<file path="src/rtl/clkdiv_pkg.sv">
// Shared types and constants for the multi-channel clock divider.
// Optional build macro: CLKDIV_SYNC_EN (adds a sync_i phase-align input to clkdiv_multi).
package clkdiv_pkg;

    // Default counter width and the matching count type.
    localparam int CNT_W = 26;
    typedef logic [CNT_W-1:0] cnt_t;

    // Channel index type, wide enough for the 16-channel maximum.
    localparam int MAX_CH = 16;
    typedef logic [3:0] chan_idx_t;

    // Reset defaults: 1 Hz square wave from a 60 MHz system clock.
    localparam int unsigned CLKDIV_DEF_PERIOD = 32'd59999999;
    localparam int unsigned CLKDIV_DEF_HIGH   = 32'd30000000;

    // Frequency-select constants: period-minus-one values for a 60 MHz clock.
    localparam cnt_t FSEL_1HZ    = 26'd59999999;
    localparam cnt_t FSEL_10HZ   = 26'd5999999;
    localparam cnt_t FSEL_100HZ  = 26'd599999;
    localparam cnt_t FSEL_1KHZ   = 26'd59999;
    localparam cnt_t FSEL_10KHZ  = 26'd5999;
    localparam cnt_t FSEL_100KHZ = 26'd599;
    localparam cnt_t FSEL_1MHZ   = 26'd59;
    localparam cnt_t FSEL_10MHZ  = 26'd5;
    localparam cnt_t FSEL_30MHZ  = 26'd1;

    // Per-channel run state: IDLE means the next enabled cycle starts a fresh period.
    typedef enum logic {
        CH_IDLE = 1'b0,
        CH_RUN  = 1'b1
    } chan_state_t;

    // Width of the channel select field; never narrower than one bit.
    function automatic int chan_w(input int n);
        return (n > 1) ? $clog2(n) : 1;
    endfunction

endpackage

</file>
<file path="src/rtl/clkdiv_chan.sv">
// One divider channel: counter, active and shadow period/high registers,
// pending flag and registered waveform/tick outputs.
// Outputs are computed one cycle ahead so that, in every cycle,
// div_out == (cnt < H) and div_tick == (cnt == 0) for the cnt held that cycle.
// Handshake: wr is a single-cycle transfer strobe; the parent only raises it
// while busy is low, so a write and an apply never coincide.
module clkdiv_chan
    import clkdiv_pkg::*;
#(
    parameter int          WIDTH      = CNT_W,
    parameter int unsigned DEF_PERIOD = CLKDIV_DEF_PERIOD,
    parameter int unsigned DEF_HIGH   = CLKDIV_DEF_HIGH
) (
    input  logic             clk,
    input  logic             rst,
    input  logic             en,
    input  logic             sync,
    input  logic             wr,
    input  logic [WIDTH-1:0] wr_period,
    input  logic [WIDTH-1:0] wr_high,
    output logic             busy,
    output logic             div_out,
    output logic             div_tick
);

    chan_state_t      state, state_n;
    logic [WIDTH-1:0] cnt, cnt_n;
    logic [WIDTH-1:0] act_p, act_p_n;
    logic [WIDTH-1:0] act_h, act_h_n;
    logic [WIDTH-1:0] shd_p, shd_p_n;
    logic [WIDTH-1:0] shd_h, shd_h_n;
    logic             busy_n, out_n, tick_n;

    logic [WIDTH-1:0] cnt_inc;
    logic             wrap, restart, apply;

    assign cnt_inc = cnt + WIDTH'(1);
    assign wrap    = (cnt == act_p);
    // A fresh period starts after a wrap, a sync pulse, or when leaving idle.
    assign restart = (state == CH_IDLE) || sync || wrap;
    // Pending settings go live at a period boundary or at any time while disabled.
    assign apply   = busy && (!en || restart);

    // Next-state, shadow/active update and output lookahead.
    always_comb begin
        state_n  = state;
        cnt_n    = cnt;
        act_p_n  = act_p;
        act_h_n  = act_h;
        shd_p_n  = shd_p;
        shd_h_n  = shd_h;
        busy_n   = busy;
        out_n    = div_out;
        tick_n   = div_tick;

        if (apply) begin
            act_p_n = shd_p;
            act_h_n = shd_h;
            busy_n  = 1'b0;
        end

        if (wr) begin
            shd_p_n = wr_period;
            shd_h_n = wr_high;
            busy_n  = 1'b1;
        end

        if (!en) begin
            state_n = CH_IDLE;
            cnt_n   = '0;
            out_n   = 1'b0;
            tick_n  = 1'b0;
        end else if (restart) begin
            state_n = CH_RUN;
            cnt_n   = '0;
            tick_n  = 1'b1;
            out_n   = (act_h_n != '0);
        end else begin
            cnt_n   = cnt_inc;
            tick_n  = 1'b0;
            out_n   = (cnt_inc < act_h);
        end
    end

    // State register with synchronous reset to the default configuration.
    always_ff @(posedge clk) begin
        if (rst) begin
            state    <= CH_IDLE;
            cnt      <= '0;
            act_p    <= WIDTH'(DEF_PERIOD);
            act_h    <= WIDTH'(DEF_HIGH);
            shd_p    <= '0;
            shd_h    <= '0;
            busy     <= 1'b0;
            div_out  <= 1'b0;
            div_tick <= 1'b0;
        end else begin
            state    <= state_n;
            cnt      <= cnt_n;
            act_p    <= act_p_n;
            act_h    <= act_h_n;
            shd_p    <= shd_p_n;
            shd_h    <= shd_h_n;
            busy     <= busy_n;
            div_out  <= out_n;
            div_tick <= tick_n;
        end
    end

endmodule

</file>
<file path="src/rtl/clkdiv_multi.sv">
// NCH independent clock-enable/waveform generators sharing one system clock.
// Handshake: a configuration transfer happens in any cycle where cfg_valid and
// cfg_ready are both high; cfg_ready is combinational from cfg_chan and is low
// only while the addressed channel still holds an unapplied setting.
// Out-of-range channel indices are always ready and their writes are dropped.
// Optional build macro: CLKDIV_SYNC_EN adds sync_i, which restarts every
// enabled channel at cnt=0 on the next cycle and applies all pending settings.
module clkdiv_multi
    import clkdiv_pkg::*;
#(
    parameter int          NCH        = 4,
    parameter int          WIDTH      = CNT_W,
    parameter int unsigned DEF_PERIOD = CLKDIV_DEF_PERIOD,
    parameter int unsigned DEF_HIGH   = CLKDIV_DEF_HIGH
) (
    input  logic                     clk,
    input  logic                     rst,
`ifdef CLKDIV_SYNC_EN
    input  logic                     sync_i,
`endif
    input  logic [NCH-1:0]           chan_en,
    input  logic                     cfg_valid,
    output logic                     cfg_ready,
    input  logic [chan_w(NCH)-1:0]   cfg_chan,
    input  logic [WIDTH-1:0]         cfg_period,
    input  logic [WIDTH-1:0]         cfg_high,
    output logic [NCH-1:0]           div_out,
    output logic [NCH-1:0]           div_tick,
    output logic [NCH-1:0]           busy
);

    localparam int CW = chan_w(NCH);

    logic chan_ok;
    logic xfer;
    logic sync_all;

`ifdef CLKDIV_SYNC_EN
    assign sync_all = sync_i;
`else
    assign sync_all = 1'b0;
`endif

    assign chan_ok   = (32'(cfg_chan) < NCH);
    assign cfg_ready = chan_ok ? !busy[cfg_chan] : 1'b1;
    assign xfer      = cfg_valid && cfg_ready && chan_ok;

    for (genvar g = 0; g < NCH; g++) begin : g_chan
        logic wr;
        assign wr = xfer && (cfg_chan == CW'(g));

        clkdiv_chan #(
            .WIDTH      (WIDTH),
            .DEF_PERIOD (DEF_PERIOD),
            .DEF_HIGH   (DEF_HIGH)
        ) u_chan (
            .clk        (clk),
            .rst        (rst),
            .en         (chan_en[g]),
            .sync       (sync_all),
            .wr         (wr),
            .wr_period  (cfg_period),
            .wr_high    (cfg_high),
            .busy       (busy[g]),
            .div_out    (div_out[g]),
            .div_tick   (div_tick[g])
        );
    end

endmodule

</file>
<file path="config.mk">
export PLATFORM = sky130hd
export DESIGN_NAME = clkdiv_multi
export DESIGN_NICKNAME = d
export VERILOG_FILES = /design/src/rtl/clkdiv_pkg.sv /design/src/rtl/clkdiv_chan.sv /design/src/rtl/clkdiv_multi.sv
export SDC_FILE = /design/constraint.sdc
export NUM_CORES = 1
export LEC_CHECK = 0
export CAP_MARGIN = 20
export CORE_UTILIZATION = 36
export DETAILED_ROUTE_END_ITERATION = 10
export PLACE_DENSITY_LB_ADDON = 0.2
export SLEW_MARGIN = 20
export SYNTH_ARGS = -nofsm -noshare
export SYNTH_HDL_FRONTEND = slang
export SYNTH_HIERARCHICAL = 1
export SYNTH_SLANG_ARGS = --single-unit
</file>
<file path="constraint.sdc">
create_clock -name clk -period 3.3 [get_ports clk]
set_clock_uncertainty 0.1 [all_clocks]
set_input_delay 0.66 -clock clk [delete_from_list [all_inputs] [get_ports clk]]
set_output_delay 0.66 -clock clk [all_outputs]
set_load 0.01 [all_outputs]
</file>
==> impl_metrics.yaml <==
status:
  run_status: "finished, violations left"
  violations: "design-rule violations"
synth:
  synthSimpleGateAreaFrac: 0.170
  synthTopCellsByCount: "536 x dfxtp_1, 379 x mux2i_1, 349 x nor2_1, 157 x nand2_1, 138 x inv_1"
  synth_compound_area_frac: 0.0461
  synth_cell_types: 63
  synthMuxAreaShare: 0.159
  async_reset_ff_frac: 0
  synth_top_family_by_area: "simple AND/OR/NAND/NOR gates"
  synth_cells: 2461
  synthAdderAreaFrac: 0.0541
  synth_area_mm2: 0.0241
  yosysTopAreaCell: "dfxtp_1"
  ys_top_cells_by_area: "dfxtp_1 45%, mux2i_1 16%, nor2_1 5.4%, ha_1 5.4%, xor2_1 4.4%"
  synth_top_area_share: 0.446
  yosysSeqAreaShare: 0.446
  synth_edf_count: 0
  synth-xor-area-share: 0.0731
  yosys.cell_count.top_type: "dfxtp_1"
  ys_warn_count: 6
  avgSynthCellArea_um2: 9.78
  ys_ff_latch: 536
  synthFlopType: "dfxtp_1"
timing:
  finalHoldViolCount: 0
  min_period_ps: 3220
  rsz0062_at_grt: "yes"
  fin_crit_sh: 0.975
  max_slew_margin: 0.451
  drv_slew: 0
  setup_viol_count_final: 0
  worst_pin_slew_ps: 823
  max_freq_mhz: 311
  finalSetupTns_ps: 0
  hold_ws_ps: 321
clock_tree:
  htree_levels: 2
  cts_hold_buf: 0
  cts_tree: "yes"
  cts.clk_slew.worst_paths_ps: 60
  cts_buffer_depth: 3
  numCtsBuffers: 56
  clock_latency_ps: 620
  cts_root_buf: "clkbuf_16"
  clock_sinks: 536
final_layout:
  area_growth_pct: 15.8
  num-fill-cells: 6305
  multiInputGateArea_mm2: 0.0122
  fin_area_mm2: 0.0279
  regArea_mm2: 0.0107
  insertedDiodeCount: 0
  final_nets: 2721
  fin_util: 0.422
  layout-drive-gt1-share: 0.0822
place:
  port_buffers: 73
  finalWeightedCongestion: 0.848
  place_hpwl_um: 49400
  placed_cell_area_mm2: 0.0258
setup_path:
  worstPathCellList: "mux4_2 > inv_2 > buf_12 > clkdlybuf4s50_1"
  cp_slowest_cell: "mux4_2"
  required_ps: 2540
  worstPathMaxFanout: 4
  critical-path-max-stage-delay_ps: 640
  critical_path_class: "flop to output pin"
  cp-start-kind: "flop"
  setup.worst_path.end_class: "output pin"
  reg2reg_slack_ps: 160
  cp.arrival_ps: 2460
floorplan:
  core_area_mm2: 0.0660
  die_x_um: 261
  die-area_mm2: 0.0679
  io_pins: 74
  initial_core_util: 0.365
  die_h_um: 261
  core.rowCount: 94
global_routing:
  antenna_found_initial: 0
  grt_pass1_vias: 17100
  grt_use_total: 0.207
  grt_overflow: 0
  grt_start_max_net_pins: 83
  grt_pass1_wl_um: 106000
route:
  viasPerCell: 5.04
  drtIter0Drc: 1094
  drcViolationCount: 2
  dr.pass1.iters: 8
  routed-via-count: 17500
  drt-wirelength-per-cell_um: 20.3
  antenna_left: 0
  wl_um: 70200
pwr:
  vdd.ir_drop.worst_mv: 0.350
  leakage_nw: 10.6
  powerDensity_mw_per_mm2: 509
  power.total_mw: 14.2
flow_run:
  drv_cap: 0
hold_path:
  hold_class: "primary input to flop"
per-layer routing:
| metal | up-vias | wire, um | track usage |
|---|---|---|---|
| li1 | 8615 | - | - |
| met1 | 8487 | 32500 | 0.273 |
| met2 | 273 | 33800 | 0.355 |
| met3 | 86 | 2130 | 0.0251 |
| met4 | 0 | 1800 | 0.0583 |
| met5 | - | 0 | 0 |
timing repair:
item	CTS	global route
pin swaps	0	4
endpoints found under the setup margin	1	4
gates resized for setup	2	13
endpoints found under the hold margin	0	0
buffers inserted	0	3
final timing paths:
kind / from / to / cells after the start
worst max-delay path: g_chan[1].u_chan/busy$_SDFFE_PP0P_ / cfg_ready / 4
worst min-delay path: rst / g_chan[3].u_chan/shd_p[3]$_SDFFE_PP0P_ / 2
worst max register to register: g_chan[1].u_chan/cnt[18]$_SDFF_PP0_ / g_chan[1].u_chan/div_out$_SDFF_PP0_ / 12
worst min register to register: g_chan[3].u_chan/shd_p[10]$_SDFFE_PP0P_ / g_chan[3].u_chan/act_p[10]$_SDFFE_PP1N_ / 2
state kept, by name, summed over array words and instances (netlist names):
register and flops:
g_chan.u_chan/act_h 104, g_chan.u_chan/act_p 104, g_chan.u_chan/cnt 104, g_chan.u_chan/shd_h 104, g_chan.u_chan/shd_p 104, g_chan.u_chan/busy 4, g_chan.u_chan/div_out 4, g_chan.u_chan/div_tick 4
g_chan.u_chan/state 4
logic make-up (layout without fill, tap and decap cells):
kind of cell / Yosys count / count (layout)
buffers and inverters: 248 / 387
xor gates and xnor gates: 200 / 200
AOI/OAI and AO/OA: 150 / 150
adders and majority gates: 104 / 104
muxes: 381 / 381
DFF: 536 / 536
and+or+nand+nor: 841 / 841
other: 1 / 4
cell type report:
| class | count | area share |
|---|---|---|
| Sequential cell | 536 | 0.385 |
| Clock inverter | 20 | 0.00893 |
| Tap cell | 864 | 0.0388 |
| Clock buffer | 85 | 0.0610 |
| Timing Repair Buffer | 140 | 0.0489 |
| Inverter | 142 | 0.0191 |
| Multi-Input combinational cell | 1680 | 0.438 |
where the power goes:
part	total, mW	internal (mW)	switching (mW)
Clock	6.60	3.94	2.67
Combinational	0.863	0.330	0.533
Sequential	6.73	6.62	0.109
per-stage QoR:
stage / setup slack, ps / cells
6_report: 81.8 / 3467
5_1_grt: -42.6 / 3467
4_1_cts: 55.8 / 3464
3_5_place_dp: -74.4 / 3359
3_3_place_gp: -64.7 / 3359
2_1_floorplan: 305 / 2464
critical path: cells and delay by family, from the launching register on:
kind	cells	cell delay, ps
buffers and inverters	3	740
multiplexers	1	640
flip-flops	1	470
cell usage in the layout (no fill, tap or decap), types with 5 or more instances in the layout:
master / Yosys / final
inv_1: 138 / 137
and4_1: 20 / 18
a21o_1: 9 / 9
clkbuf_1: 54 / 10
clkbuf_16: 0 / 56
a2111oi_0: 7 / 7
dfxtp_1: 536 / 533
a21oi_1: 17 / 16
nand3_1: 42 / 42
clkinv_2: 0 / 10
o2111ai_1: 6 / 6
nand4_1: 43 / 43
xor2_1: 120 / 120
and3_1: 26 / 26
nor2b_1: 79 / 79
o21a_1: 11 / 11
nor3_1: 17 / 14
o211ai_1: 46 / 46
bufinv_16: 0 / 5
nand2_1: 157 / 157
o21ai_0: 19 / 19
ha_1: 104 / 104
buf_12: 12 / 10
xnor2_1: 79 / 79
nor4_1: 68 / 68
clkbuf_8: 0 / 19
clkdlybuf4s50_1: 0 / 71
nor3_2: 5 / 8
buf_4: 7 / 57
and2_1: 9 / 9
nor2_1: 349 / 349
mux2i_1: 379 / 379
No activity file was read; power rests on OpenSTA's default activity.
